$ cat src/rtl/mux_n_1_reg.sv
// Registered N:1 word mux with break-before-make channel changes and optional auto-scan (MUX_SCAN_EN).
// Latency: in_data -> out_data 1 cycle in HOLD; a channel change blanks one cycle, the new channel shows on the next.
// Backpressure: none; the consumer must take out_data on every cycle out_valid is high.
module mux_n_1_reg #(
    parameter int  CH_NUM = 4,
    parameter int  WIDTH  = 8,
    parameter int  DWELL  = 16,
    localparam int SEL_W  = $clog2(CH_NUM)
) (
    input  logic                      sys_clk,
    input  logic                      sys_rst,
    input  logic [CH_NUM*WIDTH-1:0]   in_data,
    input  logic [SEL_W-1:0]          sel,
    input  logic                      sel_load,
    input  logic                      scan_en,
    output logic [WIDTH-1:0]          out_data,
    output logic [SEL_W-1:0]          out_ch,
    output logic                      out_valid,
    output logic                      sel_err
);

    // Channel table is padded to a power of two so any select value indexes a real entry.
    localparam int                CH_PAD  = 1 << SEL_W;
    localparam logic [SEL_W:0]    CH_LIM  = (SEL_W+1)'(CH_NUM);
    localparam logic [SEL_W-1:0]  LAST_CH = SEL_W'(CH_NUM - 1);

    typedef enum logic {
        HOLD   = 1'b0,
        SWITCH = 1'b1
    } state_t;

    state_t             state;
    state_t             state_nxt;
    logic [SEL_W-1:0]   cur_ch;
    logic [SEL_W-1:0]   cur_ch_nxt;
    logic               sel_bad;
    logic               started;
    logic [WIDTH-1:0]   ch_word [CH_PAD];

    for (genvar k = 0; k < CH_PAD; k++) begin : g_ch
        if (k < CH_NUM) begin : g_real
            assign ch_word[k] = in_data[k*WIDTH +: WIDTH];
        end else begin : g_pad
            assign ch_word[k] = '0;
        end
    end

    assign sel_bad = ({1'b0, sel} >= CH_LIM);

`ifdef MUX_SCAN_EN
    // Advance when the counter would reach DWELL-1, giving DWELL-1 valid cycles plus one blank per channel.
    localparam int              DW         = $clog2(DWELL);
    localparam logic [DW-1:0]   DWELL_LAST = DW'(DWELL - 2);

    logic [DW-1:0] dwell_cnt;
    logic [DW-1:0] dwell_nxt;
`else
    logic unused_scan_en;
    assign unused_scan_en = scan_en;
`endif

    // Next-state: a valid load beats a scan advance; a same-channel load in HOLD only clears the dwell.
    always_comb begin
        state_nxt  = HOLD;
        cur_ch_nxt = cur_ch;
`ifdef MUX_SCAN_EN
        dwell_nxt  = dwell_cnt;
`endif
        if (sel_load && !sel_bad) begin
            if (!(state == HOLD && sel == cur_ch)) begin
                cur_ch_nxt = sel;
                state_nxt  = SWITCH;
            end
`ifdef MUX_SCAN_EN
            dwell_nxt = '0;
`endif
        end
`ifdef MUX_SCAN_EN
        else if (!scan_en) begin
            dwell_nxt = '0;
        end else if (state == HOLD) begin
            if (dwell_cnt == DWELL_LAST) begin
                cur_ch_nxt = (cur_ch == LAST_CH) ? '0 : cur_ch + 1'b1;
                state_nxt  = SWITCH;
                dwell_nxt  = '0;
            end else begin
                dwell_nxt = dwell_cnt + 1'b1;
            end
        end
`endif
    end

    // FSM, channel and dwell registers.
    always_ff @(posedge sys_clk) begin
        if (sys_rst) begin
            state  <= SWITCH;
            cur_ch <= '0;
`ifdef MUX_SCAN_EN
            dwell_cnt <= '0;
`endif
        end else begin
            state  <= state_nxt;
            cur_ch <= cur_ch_nxt;
`ifdef MUX_SCAN_EN
            dwell_cnt <= dwell_nxt;
`endif
        end
    end

    // Output stage follows the next state so a switch blanks on the load edge itself;
    // the first edge out of reset is held blank as well.
    always_ff @(posedge sys_clk) begin
        if (sys_rst) begin
            started   <= 1'b0;
            out_data  <= '0;
            out_ch    <= '0;
            out_valid <= 1'b0;
            sel_err   <= 1'b0;
        end else begin
            started <= 1'b1;
            sel_err <= sel_load && sel_bad;
            if (started && state_nxt == HOLD) begin
                out_data  <= ch_word[cur_ch_nxt];
                out_ch    <= cur_ch_nxt;
                out_valid <= 1'b1;
            end else begin
                out_data  <= '0;
                out_valid <= 1'b0;
            end
        end
    end

endmodule
$ cat config.mk
export PLATFORM = sky130hd
export DESIGN_NAME = mux_n_1_reg
export DESIGN_NICKNAME = d
export VERILOG_FILES = /design/src/rtl/mux_n_1_reg.sv
export SDC_FILE = /design/constraint.sdc
export NUM_CORES = 1
export LEC_CHECK = 0
export BUFFER_PORTS_ARGS = -buffer_cell sky130_fd_sc_hd__buf_2
export CAP_MARGIN = 20
export CORE_UTILIZATION = 43
export CTS_CLUSTER_SIZE = 10
export DETAILED_ROUTE_END_ITERATION = 16
export HOLD_SLACK_MARGIN = 0.06
export PLACE_DENSITY = 0.83
export SETUP_SLACK_MARGIN = 0.4
export SLEW_MARGIN = 20
export SYNTH_ARGS = -nofsm -noshare
export SYNTH_HDL_FRONTEND = slang
export SYNTH_SLANG_ARGS = --single-unit
export TNS_END_PERCENT = 100
$ cat constraint.sdc
create_clock -name sys_clk -period 2.24 [get_ports sys_clk]
set_input_delay 0.112 -clock sys_clk [delete_from_list [all_inputs] [get_ports sys_clk]]
set_output_delay 0.112 -clock sys_clk [all_outputs]
set_load 0.02 [all_outputs]
==> results of run 1 <==
-- metal layers --
| metal | track usage (%) | up-vias | share of wire [%] |
|---|---|---|---|
| li1 | - | 318 | - |
| met1 | 19.2 | 300 | 35 |
| met2 | 32.5 | 34 | 55 |
| met3 | 5.53 | 5 | 7.3 |
| met4 | 10.9 | 0 | 2.3 |
| met5 | 0 | - | 0 |
-- layout make-up --
type | instances | share of cell area [%]
Clock buffer | 4 | 2.62
Inverter | 3 | 1.12
Multi-Input combinational cell | 39 | 39.9
Sequential cell | 15 | 29.9
Tap cell | 16 | 2.00
Timing Repair Buffer | 48 | 24.4
-- power by group through the flow --
stage	sequential [µW]	clock, µW	combinational [µW]
floorplan	303	0	77.6
global placement	291	0	132
detailed placement	292	0	136
CTS	286	157	138
global route	287	176	147
finish	285	151	136
-- timing repair --
action	CTS	global route
hold buffers	1	0
resized for setup	0	0
endpoints found under the setup margin	0	0
hold endpoints to repair	1	0
-- worst max-delay path by stage --
| stage | end | from | slack [ns] | cells past startpoint |
|---|---|---|---|---|
| after floorplan | out_data[0] | cur_ch[0] | 0.83 | 4 |
| after global placement | out_data[3] | cur_ch[0] | 0.80 | 3 |
| after detailed placement | out_data[4] | cur_ch[0] | 0.76 | 3 |
| after CTS | out_data[4] | cur_ch[0] | 0.75 | 3 |
| after global routing | state | cur_ch[1] | 0.66 | 3 |
| final | out_data[4] | cur_ch[0] | 0.77 | 3 |
-- placed cells by master (no fill, tap or decap), types with 2 or more instances in the layout --
cell type / count
dfxtp_1: 15
mux2_2: 2
nand2_1: 3
xnor2_1: 2
mux4_2: 8
inv_1: 3
buf_2: 47
clkbuf_4: 3
a31oi_1: 2
and2_1: 2
nor2b_1: 3
nor3b_1: 8
-- registers in the layout (all words and copies together) (netlist names) --
name / count
out_data: 8
cur_ch: 2
out_ch: 2
out_valid: 1
started: 1
state: 1
-- cell families (layout without fill, tap and decap cells) --
family | after synthesis | count (layout) | synth area share, %
simple gates | 20 | 20 | 17.0
flops | 15 | 15 | 41.1
mux | 11 | 11 | 29.8
compound gates | 5 | 5 | 5.14
buf+inv | 5 | 55 | 4.11
xor+xnor | 2 | 2 | 2.40
other cells | 1 | 1 | 0.513
-- worst max-delay path: stages, from the launching register on --
cell and delay (ns):
dfxtp_1 0.38, mux2_4 0.28, mux4_2 0.52, nor3b_1 0.15
-- stage by stage --
step           instance area (µm²)  setup slack (ns)  power (µW)  utilization, %  hold WS, ns
6_report                      1000             0.766         573            65.1        0.213
3_5_place_dp                   967             0.759         428            62.7        0.325
4_1_cts                       1000             0.749         580            65.1        0.202
5_1_grt                       1000             0.663         611            65.1        0.227
3_3_place_gp                   967             0.799         423            62.7        0.328
2_1_floorplan                  731             0.831         381               -        0.181
==> flow_summary.yaml, run 1 <==
sta:
  finalSetupViolations: 0
  skew_ns: 0.000605
  finalHoldViolCount: 0
  timing.setup.tns_ns: 0
  period_share_pct: 65.8
  slew_headroom_pct: 48.0
  finalMaxSlewViolations: 0
  tightest_slew_ns: 0.776
  period_needed_ns: 1.47
  rsz0062_at_grt: "no"
  clock.fmax_ghz: 0.678
drt:
  viasPerCell: 5.26
  totalWireLength_mm: 1.50
  firstDrtPassIters: 4
  detail-route-antenna-nets: 0
  vias: 657
  drc_errors: 0
  drt_iter0_drc: 3
  routedWlPerCell_um: 12.0
pwr:
  p_clk_share_pct: 26.4
  peakVddDrop_uv: 324
  leakagePower_uw: 0.000479
  power_density_nw_per_um2: 571
  seq_power_share_pct: 49.8
  p_int_uw: 427
  p_sw_share_pct: 25.5
  combPwrFrac_pct: 23.7
  p_switching_uw: 146
floorplan:
  die_h_um: 43.2
  core_area_um2: 1540
  start_util_pct: 47.4
  dieArea_um2: 1870
  io_pins: 50
  rows: 14
  die-width_um: 43.2
clock_network:
  root_buffer: "clkbuf_4"
  cts_setup_buffers: 0
  path_clk_slew_ns: 0.08
  clock-sinks: 15
  cts_made_buffers: 3
  clk_latency_ns: 0.28
  htree_levels: 1
  clockBufferDepth: 2
  cts_tree: "built"
yosys:
  yosysTopAreaCell: "dfxtp_1"
  ys_seq_elements: 15
  synth_edf_count: 0
  synth_area_um2: 731
  async_reset_ff_share_pct: 0
  synth_top_area_share_pct: 41.1
  yosysWarnings: 0
  synthesis.instances: 59
  synth_cell_types: 21
  syn_avg_cell_area_um2: 12.4
  syn-num-nets: 97
  yosysMostFrequentCell: "dfxtp_1"
  synth_common_cells: "dfxtp_1, mux4_2, nor3b_1"
  synth.area.top_cells: "dfxtp_1, mux4_2, nor3b_1, mux2_2, nor2b_1"
  synth_top_flop_cell: "dfxtp_1"
  yosysSeqAreaShare_pct: 41.1
finish:
  diodes: 0
  drive_above_1_share_pct: 56.9
  final_nets: 148
  regArea_um2: 300
  fillers: 130
  multi_input_area_um2: 400
  fin_cells: 125
  syn_to_final_growth_pct: 37.3
global_routing:
  grt_max_degree: 11
  grt_pass1_vias: 645
  track_usage_pct: 18.6
  grt_pass1_wl_mm: 2.46
  gr-total-overflow: 0
  antenna_found_initial: 0
worst_setup_path:
  crit_required_ns: 2.38
  path_class: "flop to flop"
  crit_path_max_fanout: 9
  reg2reg_to: "out_data[4]"
  rrSetupSlack_ns: 0.77
  cp-start-kind: "flop"
  r2r_cells: 3
  rr_startpoint: "cur_ch[0]"
  worstPathArrival_ns: 1.61
  cp-end-kind: "flop"
job:
  drv_cap: 0
status:
  outcome: "finished, final reports clean"
worst_hold_path:
  hold_end: "out_ch[0]"
  whs_path_depth: 4
  min_from: "sel_load"
  hold_path_class: "input pin to flop"
place:
  routabilityCongestion: 0.692
  numPortBuffers: 47
  dp_cells: 120
  post-dp-hpwl_mm: 1.21
Power figures use the tool's default switching activity.
==> inputs of run 2 (changes only) <==
Settings changed: CORE_UTILIZATION 43 to 40, PLACE_DENSITY 0.83 to 0.78.
Clock period 2.24 ns to 1.4 ns, I/O delays scaled along.
==> run 2 against run 1 <==
  * First-iteration DRC count rose to 3.0 times the previous value
  * Via count rose by 8.5%
  * Global-route usage rose by 3.2 points
  * Design area rose by 18%
  * Sequential power rose by 61%
  * Critical path depth did not move
  * Hold slack got worse by 0.092 ns
  * Combinational power rose by 110%
==> flow_summary.yaml, run 2 (synthesis gave the netlist of run 1 again) <==
sta:
  finalHoldViolCount: 0
  period_share_pct: 99.1
  clock.fmax_ghz: 0.721
  skew_ns: 0.00482
  finalMaxSlewViolations: 0
  rsz0062_at_grt: "yes"
  timing.setup.tns_ns: 0
  finalSetupViolations: 0
  period_needed_ns: 1.39
global_routing:
  grt_max_degree: 10
  antenna_found_initial: 0
  grt_pass1_wl_mm: 2.99
  gr-total-overflow: 0
  track_usage_pct: 21.8
  grt_pass1_vias: 715
worst_hold_path:
  min_from: "sys_rst"
  whs_path_depth: 3
  hold_end: "cur_ch[0]"
  hold_path_class: "input pin to flop"
drt:
  drc_errors: 0
  vias: 713
  totalWireLength_mm: 2.10
  routedWlPerCell_um: 14.9
  drt_iter0_drc: 9
  firstDrtPassIters: 4
  viasPerCell: 5.06
  detail-route-antenna-nets: 0
pwr:
  peakVddDrop_uv: 423
  power_density_nw_per_um2: 850
  leakagePower_uw: 0.000546
worst_setup_path:
  cp-end-kind: "flop"
  critPathMaxStageDelay_ns: 0.42
  path_class: "flop to flop"
  slowest_stage: "mux4_2"
  critPathLaunch: "cur_ch[0]"
  cp_top_family: "multiplexers"
  path_cells: "mux2_4 -> mux4_2 -> nor3b_2"
  r2r_cells: 3
  rr_startpoint: "cur_ch[0]"
  worstPathArrival_ns: 1.56
  crit_path_max_fanout: 5
  cp-start-kind: "flop"
  reg2reg_to: "out_data[4]"
  crit_required_ns: 1.57
  rrSetupSlack_ns: 0.01
  cp.buffers_inverters: 0
clock_network:
  cts_made_buffers: 3
  clock-sinks: 15
  path_clk_slew_ns: 0.09
  clockBufferDepth: 2
  root_buffer: "clkbuf_4"
  clk_latency_ns: 0.29
  htree_levels: 1
  cts_tree: "built"
floorplan:
  start_util_pct: 42.3
  io_pins: 50
  core_area_um2: 1730
  die_h_um: 44.7
  die-width_um: 44.7
  dieArea_um2: 2000
  rows: 15
job:
  drv_cap: 0
finish:
  largest_register: "out_data"
  diodes: 0
  final_nets: 155
  layout_commonest_cell: "buf_2"
  syn_to_final_growth_pct: 62.7
  largest_register_ff_count: 8
  fillers: 133
  largestRegisters: "out_data: 8 flops, cur_ch: 2 flops, out_ch: 2 flops"
  layout_common_cells: "buf_2, dfxtp_1, mux4_2"
  drive_above_1_share_pct: 66.4
  utilization_pct: 68.8
place:
  numPortBuffers: 47
  routabilityCongestion: 0.701
  post-dp-hpwl_mm: 1.38
status:
  outcome: "finished, final reports clean"
[run 2: cell types whose count changed in the layout (fill, tap and decap cells not counted), moves of 2 or more]
cell     change
dfxtp_1      -2
nor3b_1      -2
mux2_4       +3
buf_4        +3
a31oi_4      +2
xnor2_4      +2
xnor2_1      -2
[run 2: cell type report]
type | count | area, µm² | share of cell area (%)
clock buffers | 4 | 26.3 | 2.21
inverters | 3 | 11.3 | 0.947
multi-input cells | 42 | 537 | 45.2
flip-flops and latches | 15 | 305 | 25.7
well taps | 25 | 31.3 | 2.63
repair buffers | 52 | 278 | 23.4
[run 2: per-stage QoR]
stage	cell area, µm²	hold WS, ns	setup slack (ns)	total power, µW	std cells
final	1190	0.121	0.0126	1010	141
after global routing	1190	0.139	-0.0218	1040	141
after CTS	1110	0.114	0.0253	981	139
after detailed placement	1020	0.289	-0.0140	707	130
after global placement	1020	0.291	0.00798	699	130
after floorplan	772	0.139	0.0130	627	59
[run 2: how the worst max path moves through the flow]
stage,end,slack (ns),cells after the start
floorplan,out_data[0],0.01,4
global placement,out_data[5],0.008,3
global route,out_data[4],-0.02,3
CTS,out_data[5],0.03,3
finish,out_data[4],0.01,3
detailed placement,out_data[5],-0.01,3
[run 2: worst register-to-register path: cells and delay by family, from the launching register on]
kind / cells / cell delay (ns)
flip-flops: 1 / 0.36
multiplexers: 2 / 0.75
AND/OR/NAND/NOR: 1 / 0.16
[run 2: timing repair]
action	in CTS	in global routing
hold buffers	2	0
gates cloned	2	1
resized for setup	1	11
setup endpoints to repair	12	13
pin swaps	0	5
setup buffers	1	1
hold endpoints to repair	3	0
[run 2: where the power goes]
part	switching, µW	internal, µW
combinational	128	163
sequential	12.7	447
clock	148	111
[run 2: per-layer routing]
layer / vias to the layer above / GRT usage, % / part of all wire, %
met5: - / 0 / 0
met4: 0 / 17.6 / 4.0
met3: 10 / 4.00 / 3.9
met2: 29 / 36.8 / 53
met1: 332 / 24.0 / 39
li1: 342 / - / -
